==> src/rtl/draw_tile_grid_if.sv <==
// VGA pixel stream bundle passed between drawing stages: timing counters,
// sync/blanking flags and the 12-bit colour of the current pixel.
interface vga_if;
    logic [10:0] hcount;
    logic [10:0] vcount;
    logic        hsync;
    logic        vsync;
    logic        hblnk;
    logic        vblnk;
    logic [11:0] rgb;

    modport out    (output hcount, vcount, hsync, vsync, hblnk, vblnk, rgb);
    modport master (output hcount, vcount, hsync, vsync, hblnk, vblnk, rgb);
    modport in     (input  hcount, vcount, hsync, vsync, hblnk, vblnk, rgb);
    modport slave  (input  hcount, vcount, hsync, vsync, hblnk, vblnk, rgb);
endinterface

==> src/rtl/draw_tile_grid.sv <==
// Overlays a COLS x ROWS grid of ROM tiles on the VGA stream, hiding the ROM
// latency and drawing a blinking border around the frame-synchronously selected tile.
module draw_tile_grid #(
    parameter int          COLS         = 3,
    parameter int          ROWS         = 2,
    parameter int          TILE_W       = 156,
    parameter int          TILE_H       = 200,
    parameter int          X0           = 50,
    parameter int          Y0           = 50,
    parameter int          X_PITCH      = 200,
    parameter int          Y_PITCH      = 220,
    parameter int          ROM_LAT      = 1,
    parameter int          BORDER       = 3,
    parameter logic [11:0] HL_COLOR     = 12'hFF0,
    parameter int          BLINK_FRAMES = 30,
    localparam int         ADDR_W       = $clog2(TILE_W*TILE_H),
    localparam int         TIDX_W       = (COLS*ROWS > 1) ? $clog2(COLS*ROWS) : 1
) (
    input  logic              clk,
    input  logic              rst,
    vga_if.in                 in,
    vga_if.out                out,
    output logic [ADDR_W-1:0] rom_addr,
    output logic [TIDX_W-1:0] rom_tile,
    input  logic [11:0]       rom_rgb,
    input  logic [TIDX_W-1:0] sel_tile,
    input  logic              sel_valid,
    input  logic              hl_en
);
    localparam int NT    = COLS*ROWS;
    localparam int DEPTH = 1 + ROM_LAT;
    localparam int SEL_W = TIDX_W + 1;
    localparam int FC_W  = (BLINK_FRAMES > 1) ? $clog2(BLINK_FRAMES) : 1;

    typedef struct packed {
        logic [10:0]       hcount;
        logic [10:0]       vcount;
        logic              hsync;
        logic              vsync;
        logic              hblnk;
        logic              vblnk;
        logic [11:0]       rgb;
        logic              hit;
        logic [TIDX_W-1:0] tile;
        logic              border;
        logic              hl;
    } stage_t;

    int                hc, vc, col, row, lx, ly;
    logic              col_hit, row_hit;
    stage_t            s0;
    logic [ADDR_W-1:0] addr0;
    stage_t            pipe [DEPTH];
    stage_t            tail;

    logic              vs_q, vs_rise;
    logic [SEL_W-1:0]  pending, active;
    logic              active_ok;
    logic [FC_W-1:0]   frame_cnt;
    logic              blink_on;
    logic              highlight;
    logic [11:0]       rgb_nxt;

    // Columns and rows are scanned from the highest index down so that the
    // lowest-index tile wins where tiles overlap.
    always_comb begin
        hc      = int'(in.hcount);
        vc      = int'(in.vcount);
        col_hit = 1'b0;
        row_hit = 1'b0;
        col     = 0;
        row     = 0;
        lx      = 0;
        ly      = 0;
        for (int c = COLS-1; c >= 0; c--) begin
            if (hc >= X0 + c*X_PITCH && hc < X0 + c*X_PITCH + TILE_W) begin
                col_hit = 1'b1;
                col     = c;
                lx      = hc - X0 - c*X_PITCH;
            end
        end
        for (int r = ROWS-1; r >= 0; r--) begin
            if (vc >= Y0 + r*Y_PITCH && vc < Y0 + r*Y_PITCH + TILE_H) begin
                row_hit = 1'b1;
                row     = r;
                ly      = vc - Y0 - r*Y_PITCH;
            end
        end
        s0        = '0;
        s0.hcount = in.hcount;
        s0.vcount = in.vcount;
        s0.hsync  = in.hsync;
        s0.vsync  = in.vsync;
        s0.hblnk  = in.hblnk;
        s0.vblnk  = in.vblnk;
        s0.rgb    = in.rgb;
        s0.hit    = col_hit && row_hit;
        s0.tile   = TIDX_W'(row*COLS + col);
        s0.border = (lx < BORDER) || (lx >= TILE_W - BORDER) ||
                    (ly < BORDER) || (ly >= TILE_H - BORDER);
        s0.hl     = hl_en;
        addr0     = ADDR_W'(ly*TILE_W + lx);
    end

    always_ff @(posedge clk) begin
        if (rst) begin
            rom_addr <= '0;
            rom_tile <= '0;
        end else if (s0.hit) begin
            rom_addr <= addr0;
            rom_tile <= s0.tile;
        end
    end

    // The tail of this delay line lines up with rom_rgb for the same pixel.
    always_ff @(posedge clk) begin
        if (rst) begin
            for (int i = 0; i < DEPTH; i++) pipe[i] <= '0;
        end else begin
            pipe[0] <= s0;
            for (int i = 1; i < DEPTH; i++) pipe[i] <= pipe[i-1];
        end
    end

    assign tail    = pipe[DEPTH-1];
    assign vs_rise = in.vsync && !vs_q;

    // Selection is one bit wider than a tile index so all-ones never names a real tile.
    always_ff @(posedge clk) begin
        if (rst) begin
            vs_q    <= 1'b0;
            pending <= '1;
            active  <= '1;
        end else begin
            vs_q <= in.vsync;
            if (sel_valid) pending <= {1'b0, sel_tile};
            if (vs_rise)   active  <= sel_valid ? {1'b0, sel_tile} : pending;
        end
    end

    always_ff @(posedge clk) begin
        if (rst) begin
            frame_cnt <= '0;
            blink_on  <= 1'b1;
        end else if (vs_rise) begin
            if (BLINK_FRAMES != 0 && frame_cnt == FC_W'(BLINK_FRAMES-1)) begin
                frame_cnt <= '0;
                blink_on  <= ~blink_on;
            end else begin
                frame_cnt <= frame_cnt + 1'b1;
            end
        end
    end

    assign active_ok = active < SEL_W'(NT);

    always_comb begin
        highlight = tail.hit && active_ok && (tail.tile == active[TIDX_W-1:0]) &&
                    tail.border && tail.hl && blink_on;
        rgb_nxt   = tail.rgb;
        if (tail.hblnk || tail.vblnk) rgb_nxt = 12'h000;
        else if (highlight)           rgb_nxt = HL_COLOR;
        else if (tail.hit)            rgb_nxt = rom_rgb;
    end

    always_ff @(posedge clk) begin
        if (rst) begin
            out.hcount <= '0;
            out.vcount <= '0;
            out.hsync  <= 1'b0;
            out.vsync  <= 1'b0;
            out.hblnk  <= 1'b0;
            out.vblnk  <= 1'b0;
            out.rgb    <= '0;
        end else begin
            out.hcount <= tail.hcount;
            out.vcount <= tail.vcount;
            out.hsync  <= tail.hsync;
            out.vsync  <= tail.vsync;
            out.hblnk  <= tail.hblnk;
            out.vblnk  <= tail.vblnk;
            out.rgb    <= rgb_nxt;
        end
    end
endmodule

==> src/flat_wrapper.sv <==
// flat-port wrapper written by rule: the top's interface ports become plain ports
module draw_tile_grid_flat 
#(
    parameter int          COLS         = 3,
    parameter int          ROWS         = 2,
    parameter int          TILE_W       = 156,
    parameter int          TILE_H       = 200,
    parameter int          X0           = 50,
    parameter int          Y0           = 50,
    parameter int          X_PITCH      = 200,
    parameter int          Y_PITCH      = 220,
    parameter int          ROM_LAT      = 1,
    parameter int          BORDER       = 3,
    parameter logic [11:0] HL_COLOR     = 12'hFF0,
    parameter int          BLINK_FRAMES = 30,
    localparam int         ADDR_W       = $clog2(TILE_W*TILE_H),
    localparam int         TIDX_W       = (COLS*ROWS > 1) ? $clog2(COLS*ROWS) : 1
)
  (clk, rst, rom_addr, rom_tile, rom_rgb, sel_tile, sel_valid, hl_en, in_hcount, in_vcount, in_hsync, in_vsync, in_hblnk, in_vblnk, in_rgb, out_hcount, out_vcount, out_hsync, out_vsync, out_hblnk, out_vblnk, out_rgb);
  vga_if in_i ();
  vga_if out_i ();
  input  logic clk;
  input  logic rst;
  output logic [ADDR_W-1:0] rom_addr;
  output logic [TIDX_W-1:0] rom_tile;
  input  logic [11:0] rom_rgb;
  input  logic [TIDX_W-1:0] sel_tile;
  input  logic sel_valid;
  input  logic hl_en;
  input wire logic [$bits(in_i.hcount)-1:0] in_hcount;
  input wire logic [$bits(in_i.vcount)-1:0] in_vcount;
  input wire logic [$bits(in_i.hsync)-1:0] in_hsync;
  input wire logic [$bits(in_i.vsync)-1:0] in_vsync;
  input wire logic [$bits(in_i.hblnk)-1:0] in_hblnk;
  input wire logic [$bits(in_i.vblnk)-1:0] in_vblnk;
  input wire logic [$bits(in_i.rgb)-1:0] in_rgb;
  output wire logic [$bits(out_i.hcount)-1:0] out_hcount;
  output wire logic [$bits(out_i.vcount)-1:0] out_vcount;
  output wire logic [$bits(out_i.hsync)-1:0] out_hsync;
  output wire logic [$bits(out_i.vsync)-1:0] out_vsync;
  output wire logic [$bits(out_i.hblnk)-1:0] out_hblnk;
  output wire logic [$bits(out_i.vblnk)-1:0] out_vblnk;
  output wire logic [$bits(out_i.rgb)-1:0] out_rgb;
  assign in_i.hcount = in_hcount;
  assign in_i.vcount = in_vcount;
  assign in_i.hsync = in_hsync;
  assign in_i.vsync = in_vsync;
  assign in_i.hblnk = in_hblnk;
  assign in_i.vblnk = in_vblnk;
  assign in_i.rgb = in_rgb;
  assign out_hcount = out_i.hcount;
  assign out_vcount = out_i.vcount;
  assign out_hsync = out_i.hsync;
  assign out_vsync = out_i.vsync;
  assign out_hblnk = out_i.hblnk;
  assign out_vblnk = out_i.vblnk;
  assign out_rgb = out_i.rgb;
  draw_tile_grid #(.COLS(COLS), .ROWS(ROWS), .TILE_W(TILE_W), .TILE_H(TILE_H), .X0(X0), .Y0(Y0), .X_PITCH(X_PITCH), .Y_PITCH(Y_PITCH), .ROM_LAT(ROM_LAT), .BORDER(BORDER), .HL_COLOR(HL_COLOR), .BLINK_FRAMES(BLINK_FRAMES)) u_core (.clk(clk), .rst(rst), .in(in_i), .out(out_i), .rom_addr(rom_addr), .rom_tile(rom_tile), .rom_rgb(rom_rgb), .sel_tile(sel_tile), .sel_valid(sel_valid), .hl_en(hl_en));
endmodule
==> config.mk <==
export PLATFORM = sky130hd
export DESIGN_NAME = draw_tile_grid_flat
export DESIGN_NICKNAME = d
export VERILOG_FILES = /design/src/rtl/draw_tile_grid_if.sv /design/src/rtl/draw_tile_grid.sv /design/src/flat_wrapper.sv
export SDC_FILE = /design/constraint.sdc
export NUM_CORES = 1
export LEC_CHECK = 0
export ABC_CLOCK_PERIOD_IN_PS = 8400
export CAP_MARGIN = 15
export CORE_AREA = 3 3 177 93
export CTS_BUF_LIST = sky130_fd_sc_hd__clkbuf_4
export CTS_CLUSTER_DIAMETER = 50
export DETAILED_ROUTE_END_ITERATION = 10
export DIE_AREA = 0 0 180 96
export GPL_ROUTABILITY_DRIVEN = 1
export HOLD_SLACK_MARGIN = 0.05
export PLACE_DENSITY = 0.83
export REMOVE_ABC_BUFFERS = 1
export SLEW_MARGIN = 10
export SYNTH_ARGS = -nofsm -noshare
export SYNTH_HDL_FRONTEND = slang
export SYNTH_SLANG_ARGS = --single-unit
==> constraint.sdc <==
create_clock -name clk -period 8.4 [get_ports clk]
set_input_delay 0.84 -clock clk [delete_from_list [all_inputs] [get_ports clk]]
set_output_delay 0.84 -clock clk [all_outputs]
set_load 0.005 [all_outputs]
==> metrics.cfg <==
[synthesis]
syn_area_um2 = 8642
yosys_most_used_dff = dfxtp_1
synth_cell_type_count = 72
synthArstFlopShare_pct = 0
yosysSeqAreaShare_pct = 36.60
postSynthCellCount = 959
yosysWarnings = 0
syn_avg_cell_area_um2 = 9.012
synth-edff-count = 0
ys_seq_elements = 158

[power]
power_mw = 1.701
peakVddDrop_mv = 0.07957
p_clk_share_pct = 29.0
p_leak_nw = 4.157
swShare_pct = 32.26
switching_power_mw = 0.5489
power_density_nw_per_um2 = 167.2
p_int_mw = 1.152
combPwrFrac_pct = 24.6
seqPwrFrac_pct = 46.4

[global_route]
grt_util_all_layers_pct = 22.69
grt_pass1_wl_um = 31440
grt-ovfl-total = 0
grt_pass1_vias = 6140
grt_max_degree = 95
antenna_found_initial = 1

[drt]
route.met2.wl_um = 7737
routed-via-count = 6898
wl_met3_um = 1364
wl_met1_um = 10490
routed.top_layer = met4
detail_route.vias_per_cell = 5.423
drt_iter0_drc = 590
ant_nets = 0
wire_per_inst_um = 15.59
wirelength_um = 19830
drc = 0
drtPass1Iterations = 5

[clocking]
cts_setup_buffers = 0
cts.path.max_buffers = 2
cts_inserted_buffers = 17
postCtsResizedCells = 0
hold_buffers = 0
clk_pin_slew_ns = 0.17
cts_root_buffer = clkbuf_4
clk_latency_ns = 0.54
cts_tree = yes
cts_sinks = 158
htree_levels = 4

[floorplanning]
coreArea_um2 = 15090
rows = 32
dieWidth_um = 180
ios = 113
dieArea_um2 = 17280
die_h_um = 96
start_util_pct = 57.25

[cells_and_area]
fillers = 1186
layout.nets = 1209
multi_input_area_um2 = 5064
regArea_um2 = 3163
layout-drive-gt1-share_pct = 5.717
area_growth_pct = 17.72

[timing]
slew_headroom_pct = 39.92
max_freq_mhz = 131.7
rsz0062_at_grt = no
tightest_slew_ns = 0.9012
hold_viol = 0
fin_crit_sh_pct = 90.42
fin_skew_ns = 0.01941
final.min_clock_period_ns = 7.595
final-max-slew-violation-count = 0
finalSetupViolCount = 0
finalWorstSetupSlack_ns = 0.8050
setup_tns_ns = 0

[place]
pre_cts_slack_ns = 0.3842
gp_congestion = 0.9552
portBuffers = 112
hpwl_um = 14680

[job]
maxCapViolCount = 0

[outcome]
status = complete, no violations

[worst_setup_path]
cp-start-kind = primary input
path_max_fanout = 9
arrival_ns = 8.04
crit_path_end_kind = register
slowest_delay_ns = 0.68
rrSetupSlack_ns = 6.40
required_ns = 8.85
slowest_stage = clkdlybuf4s50_1
cpMostUsedCell = ha_1
crit_type = primary input to register

[hold_path]
holdCritPathClass = register to register

-- kinds of logic (layout without fill, tap and decap cells) --
family | count (synthesis) | count (layout) | share of synthesized area [%]
compound gates | 173 | 173 | 13.97
xor+xnor | 46 | 46 | 4.662
fa+ha+maj | 98 | 98 | 15.67
buf+inv | 101 | 209 | 4.807
flops | 158 | 158 | 36.60
mux | 19 | 19 | 2.215
other cells | 0 | 1 | 0
simple gates | 364 | 364 | 22.08
-- cells in the mapped netlist (all sizes together) (3+ instances only) --
library cell  instances  area [µm²]
nor3                 25       146.4
o21a                  5       37.54
o41ai                 3       26.28
or3                  10       67.56
nand2                80       300.3
or2                   6       37.54
a211oi                7       52.55
dfxtp               158        3163
o31ai                 5       37.54
clkbuf               29       110.1
o2111ai               3       26.28
o21ai                30       150.1
ha                   81        1013
nor2                 67       251.5
nor4                  4       25.02
xnor2                34       297.8
a21o                  7       52.55
a221oi                4       35.03
nand2b               16       100.1
nor3b                 3       22.52
nor2b               114       713.2
buf                  13       82.58
inv                  57       214.0
nand4                14       87.58
nand3                11       55.05
a22oi                 3       22.52
a21oi                52       260.3
o21bai               10       82.58
xor2                 12       105.1
o311ai                3       58.81
mux2i                18       180.2
fa                   17       340.3
and2                  7       43.80
a31oi                15       108.9
o211ai                7       52.55
-- state kept, by name, summed over array words and instances (netlist names) --
| name | count |
|---|---|
| u_core.pipe | 88 |
| u_core.rom_addr | 15 |
| u_core.out.rgb | 12 |
| u_core.out.hcount | 11 |
| u_core.out.vcount | 11 |
| u_core.frame_cnt | 5 |
| u_core.active | 4 |
| u_core.pending | 4 |
| u_core.rom_tile | 3 |
| u_core.blink_on | 1 |
| u_core.out.hblnk | 1 |
| u_core.out.hsync | 1 |
| u_core.out.vblnk | 1 |
| u_core.out.vsync | 1 |
-- critical path: cells and delay by family --
family                     cells  cell delay [ns]
xor gates and xnor gates       2             0.26
buffers and inverters          4             0.93
adders and majority gates      8             2.74
and+or+nand+nor                8             1.73
AOI/OAI and AO/OA              7             1.55
-- cells in the final DEF (no fill, tap or decap), types with 14 or more instances in the layout --
| cell | netlist | final |
|---|---|---|
| nand2_1 | 80 | 80 |
| a21oi_1 | 52 | 52 |
| nand4_1 | 14 | 14 |
| inv_1 | 56 | 56 |
| a31oi_1 | 14 | 14 |
| mux2i_1 | 18 | 18 |
| clkbuf_4 | 0 | 17 |
| xnor2_1 | 34 | 34 |
| nor3_1 | 22 | 22 |
| nor2_1 | 67 | 67 |
| ha_1 | 81 | 81 |
| dfxtp_1 | 158 | 158 |
| o21ai_0 | 26 | 26 |
| clkdlybuf4s50_1 | 0 | 111 |
| fa_1 | 17 | 17 |
| nor2b_1 | 114 | 114 |
| nand2b_1 | 16 | 16 |
-- through the flow --
stage | utilization, % | area [µm²] | cells | hold WS [ns]
after floorplan | - | 8449 | 917 | 0.4138
after global placement | 65.38 | 9868 | 1239 | 0.4163
after detailed placement | 65.38 | 9868 | 1239 | 0.4204
after CTS | 67.38 | 10170 | 1271 | 0.4339
after global routing | 67.40 | 10170 | 1272 | 0.4541
final | 67.40 | 10170 | 1272 | 0.4340
-- metal layers --
| layer | track usage [%] | vias to the layer above |
|---|---|---|
| met5 | 0 | - |
| met4 | 6.752 | 0 |
| met3 | 4.341 | 23 |
| met2 | 31.01 | 245 |
| met1 | 35.56 | 3174 |
| li1 | - | 3456 |
-- layout make-up --
cell class / count / area share [%]
Inverter: 59 / 2.189
Timing Repair Buffer: 118 / 11.44
Sequential cell: 158 / 31.09
Antenna cell: 1 / 0.02460
Clock buffer: 17 / 1.254
Tap cell: 204 / 2.509
Clock inverter: 15 / 1.722
Multi-Input combinational cell: 700 / 49.77
-- final timing paths --
path,endpoint,startpoint,cells past startpoint
setup / recovery,u_core.rom_addr[14],in_vcount[1],29
hold / removal,u_core.pipe[0][45],u_core.pipe[0][1],1
setup reg to reg,u_core.out.rgb[3],u_core.pipe[0][49],5
hold reg to reg,u_core.pipe[0][45],u_core.pipe[0][1],1
-- power by group through the flow --
stage / Sequential, mW / Clock (mW) / Combinational (mW)
final: 0.789 / 0.494 / 0.418
after CTS: 0.789 / 0.505 / 0.412
after floorplan: 0.804 / 0 / 0.273
after global placement: 0.805 / 0 / 0.397
after global routing: 0.793 / 0.532 / 0.466
after detailed placement: 0.806 / 0 / 0.408
Power figures use the tool's default switching activity.
